<file path="src/rtl/regfile_32x64.sv">
// 32 x DATA_WIDTH integer register file, two combinational read ports, one write port, index 31 reads as zero.
// Optional same-cycle write-to-read bypass when REGFILE_WRITE_BYPASS_EN is defined.
module regfile_32x64 #(
    parameter int DATA_WIDTH = 64
) (
    input  logic                  clk,
    input  logic                  reset,
    input  logic                  RegWrite,
    input  logic [4:0]            WriteRegister,
    input  logic [DATA_WIDTH-1:0] WriteData,
    input  logic [4:0]            ReadRegister1,
    input  logic [4:0]            ReadRegister2,
    output logic [DATA_WIDTH-1:0] ReadData1,
    output logic [DATA_WIDTH-1:0] ReadData2
);

    // Decoder bit 31 would drive nothing, so only entries 0..30 are built.
    logic [30:0]           decode_out_s;
    logic [DATA_WIDTH-1:0] regs_r [0:30];
    logic [DATA_WIDTH-1:0] view_s [0:31];
    logic [DATA_WIDTH-1:0] rd1_s;
    logic [DATA_WIDTH-1:0] rd2_s;

    // Write-enable decoder gated by RegWrite
    always_comb begin
        decode_out_s = {31{1'b0}};
        for (int k = 0; k < 31; k++) begin
            if (RegWrite && (WriteRegister == k[4:0])) begin
                decode_out_s[k] = 1'b1;
            end else begin
                decode_out_s[k] = 1'b0;
            end
        end
    end

    // Enable-gated storage for registers 0..30; reset wins over a same-edge write
    always_ff @(posedge clk) begin
        for (int k = 0; k < 31; k++) begin
            if (reset) begin
                regs_r[k] <= {DATA_WIDTH{1'b0}};
            end else if (decode_out_s[k]) begin
                regs_r[k] <= WriteData;
            end else begin
                regs_r[k] <= regs_r[k];
            end
        end
    end

    // 32-entry read view with the zero register appended
    always_comb begin
        for (int k = 0; k < 31; k++) begin
            view_s[k] = regs_r[k];
        end
        view_s[31] = {DATA_WIDTH{1'b0}};
    end

    // Two independent 32:1 read multiplexers
    always_comb begin
        rd1_s = view_s[ReadRegister1];
        rd2_s = view_s[ReadRegister2];
`ifdef REGFILE_WRITE_BYPASS_EN
        if (RegWrite && (WriteRegister == ReadRegister1) && (WriteRegister != 5'd31)) begin
            rd1_s = WriteData;
        end else begin
            rd1_s = view_s[ReadRegister1];
        end
        if (RegWrite && (WriteRegister == ReadRegister2) && (WriteRegister != 5'd31)) begin
            rd2_s = WriteData;
        end else begin
            rd2_s = view_s[ReadRegister2];
        end
`endif
    end

    assign ReadData1 = rd1_s;
    assign ReadData2 = rd2_s;

endmodule

</file>
<file path="config.mk">
export PLATFORM = sky130hd
export DESIGN_NAME = regfile_32x64
export DESIGN_NICKNAME = d
export VERILOG_FILES = /design/src/rtl/regfile_32x64.sv
export SDC_FILE = /design/constraint.sdc
export NUM_CORES = 2
export LEC_CHECK = 0
export BUFFER_PORTS_ARGS = -buffer_cell sky130_fd_sc_hd__buf_2
export CAP_MARGIN = 20
export CORE_MARGIN = 2
export CORE_UTILIZATION = 55
export CTS_BUF_LIST = sky130_fd_sc_hd__clkbuf_8
export DETAILED_ROUTE_END_ITERATION = 8
export GPL_TIMING_DRIVEN = 1
export PLACE_DENSITY_LB_ADDON = 0.12
export SETUP_SLACK_MARGIN = 0.05
export SYNTH_ARGS = -nofsm -noshare
export SYNTH_HDL_FRONTEND = slang
export SYNTH_SLANG_ARGS = --single-unit
</file>
<file path="constraint.sdc">
create_clock -name clk -period 9 [get_ports clk]
set_input_delay 0.45 -clock clk [delete_from_list [all_inputs] [get_ports clk]]
set_output_delay 0.45 -clock clk [all_outputs]
set_load 0.005 [all_outputs]
</file>
==> impl_results.md <==
- Vias: around 74000
- Regs by FF count: regs_r (1984)
- Relative slew slack: between 10% and 20%
- Hold Fails Final Rpt: 0
- Setup crit start kind: input pin
- Setup TNS: 0 ps
- Share of cells above drive strength 1: 23.68%
- Yosys reg bits: 1984
- Slowest stage delay, CP: 870 ps
- # resized after CTS: 0
- Crit end category: output pin
- Critical Path RT: around 8600 ps
- Starting DRT DRC Count: about 13000
- Placed insts: about 9600
- Area growth, synth to finish: 9.831%
- Critical Path AT: 4680 ps
- I/O pin total: 210
- Max-slew violations: 0
- CTS tree: built
- Final nets: ~7700
- Wire per inst: roughly 37 um
- Fill cells: 14360
- Post-Layout Cell Count: roughly 10000
- Hold buffers post-CTS: 28
- Worst Path Max Fanout: between 40 and 50
- Final period utilization: between 50% and 60%
- LEAKAGE: approximately 38 nW
- Synthesis Warnings: 0
- Fmax: slightly below 200 MHz
- Largest net degree at the start of global routing: between 100 and 150
- Die Wd: approximately 430 um
- Max reg flops: approximately 2000
- Core area: around 0.18 mm2
- Fin area: ~0.11 mm2
- Vias in the first global route: 71930
- Largest Register: regs_r
- Crit-path most repeated cell: buf_4
- # Post-CTS Setup Buffers: 0
- Die Ht: roughly 430 um
- DR vias/cell: between 7 and 8
- Final WL: roughly 380000 um
- CTS buffer count: 350
- Path type of the worst setup path: input pin to output pin
- Type of the worst min-delay path: input pin to register
- Clock Tree Root: clkbuf_8
- Port buffer count: 209
- Final WS setup: 3871 ps
- First-pass iteration count of the detailed router: 6
- Post-Syn Area: between 0.1 and 0.15 mm2
- Setup violators final: 0
- Initial antenna violation count: 13
- Max Buffers Root-to-Sink: 4
- Peak supply drop: ~0.14 mV
- Syn Area/Cell: roughly 13 um2
- Distinct cells, synth: 38
- Total Power: approximately 21 mW
- Unrepaired setup endpoints after global routing: no
- Initial Utilization: 55.15%
- Grt total ovfl: 0
- Routability Congestion: 0.8792
- ANT nets after route: 0
- First-pass GRT wire length: 532100 um
- FP Rows: 158
- CTS clk-pin slew, worst paths: about 60 ps
- Cell Chain, Critical Path: buf_8 -> buf_4 -> nand2b_4 -> buf_4 -> o22ai_1 -> o31ai_1 -> a21oi_1 -> nor4_1 -> buf_4 -> buf_2
- Post-DP HPWL: a little over 200000 um
- Post-synth net total: approximately 7700
- Sequential share of the synthesized area: 58.44%
- Power per cell area: 190.4 mW/mm2
- Dpl ws: 4032 ps
- Worst-Margin Slew: roughly 1200 ps
- Die ar.: 0.1888 mm2
- Post-Place Cell Area: ~0.10 mm2
- Synth Instances: between 7000 and 8000
- Total Routing Usage GR: about two fifths
- Fin crit period: ~5100 ps
- Status: complete, no violations
- Critical-path top delay cell: buf_4
- Residual DRC: 0
- Max Cap Viol: 0
- CTS Sinks: between 1500 and 2000
- H-tree depth: 5
power by group:
group	switching [mW]	internal [mW]
clock network	3.76	3.70
registers	0.281	10.7
logic	1.73	1.13
through the flow:
stage	utilization, %	hold slack (ps)
after CTS	60.08	57.61
after detailed placement	56.81	946.2
final	60.58	17.06
after global placement	56.56	1004
after global routing	60.57	37.52
after floorplan	-	713.5
metal layers:
layer | GRT usage (%) | routed length, um
met1 | 53.82 | 133900
met5 | 0.2305 | 125
met3 | 10.82 | 54450
met2 | 60.43 | 171200
met4 | 22.76 | 24050
placed cells by master, fill, tap and decap left out, types with 65 or more instances in the layout:
| master | Yosys | routed |
|---|---|---|
| nand2_1 | 88 | 66 |
| inv_1 | 64 | 156 |
| mux2i_1 | 507 | 507 |
| buf_4 | 31 | 152 |
| o22ai_1 | 189 | 189 |
| mux4_2 | 641 | 641 |
| a21oi_1 | 190 | 190 |
| nand2b_1 | 100 | 66 |
| nor2b_1 | 81 | 76 |
| nor2_1 | 1994 | 1992 |
| a21o_1 | 67 | 66 |
| o21ai_0 | 65 | 65 |
| clkbuf_8 | 0 | 356 |
| edfxtp_1 | 1984 | 1984 |
| clkinv_1 | 0 | 83 |
| mux2_2 | 318 | 318 |
| a211oi_1 | 67 | 67 |
| buf_2 | 129 | 203 |
synth_stat cells:
library cell / n / area share, %
a2111oi_0: 1 / 0.0086
clkbuf_1: 524 / 1.9
o22ai_1: 189 / 1.2
nor3_1: 2 / 0.0098
nand3_1: 6 / 0.029
o2111a_1: 2 / 0.022
o2bb2ai_1: 63 / 0.54
nand4_1: 4 / 0.025
nor4_1: 62 / 0.38
or3_1: 1 / 0.0061
nand2_1: 88 / 0.32
a21oi_1: 190 / 0.93
mux4_2: 641 / 14
buf_2: 129 / 0.63
o211ai_1: 62 / 0.46
a221oi_1: 2 / 0.017
or2_1: 1 / 0.0061
buf_1: 126 / 0.46
o21ai_0: 65 / 0.32
inv_1: 64 / 0.24
mux2_2: 318 / 3.5
nor2_1: 1994 / 7.3
nor2b_1: 81 / 0.50
a21o_1: 67 / 0.49
o31ai_1: 64 / 0.47
buf_6: 13 / 0.14
nand2_2: 1 / 0.0061
o221ai_1: 1 / 0.0086
nor3b_1: 1 / 0.0074
nand2b_1: 100 / 0.61
o22a_1: 2 / 0.017
a221o_1: 63 / 0.62
edfxtp_1: 1984 / 58
a211oi_1: 67 / 0.49
a22oi_1: 62 / 0.46
mux2i_1: 507 / 5.0
buf_4: 31 / 0.23
or2_2: 2 / 0.012
critical path, delay by kind of cell:
kind                   cells  cell delay [ps]
AO/OA/AOI/OAI              3              720
buffers and inverters      5             1940
AND/OR/NAND/NOR            2             1390
final cells by class:
class / count / area (um2) / area share (%)
tap: 2480 / 3103 / 2.771
sequential: 1984 / 59580 / 53.21
clock inverter: 203 / 880.8 / 0.7867
timing repair buffer: 481 / 4010 / 3.581
antenna: 10 / 25.02 / 0.02235
clock buffer: 356 / 4900 / 4.376
multi-input combinational: 4709 / 39230 / 35.04
inverter: 64 / 240.2 / 0.2146
final timing paths:
path	to	slack, ps	cells after the start	from
worst max-delay path	ReadData1[35]	3870	10	ReadRegister1[0]
worst min-delay path	regs_r[0][918]	20	3	WriteData[22]
cell families after synthesis:
logic type	share of synthesized area, %
AOI/OAI and AO/OA	6.016
buffers and inverters	3.634
DFF	58.44
muxes	22.65
and+or+nand+nor	9.259
Power figures use the tool's default switching activity.
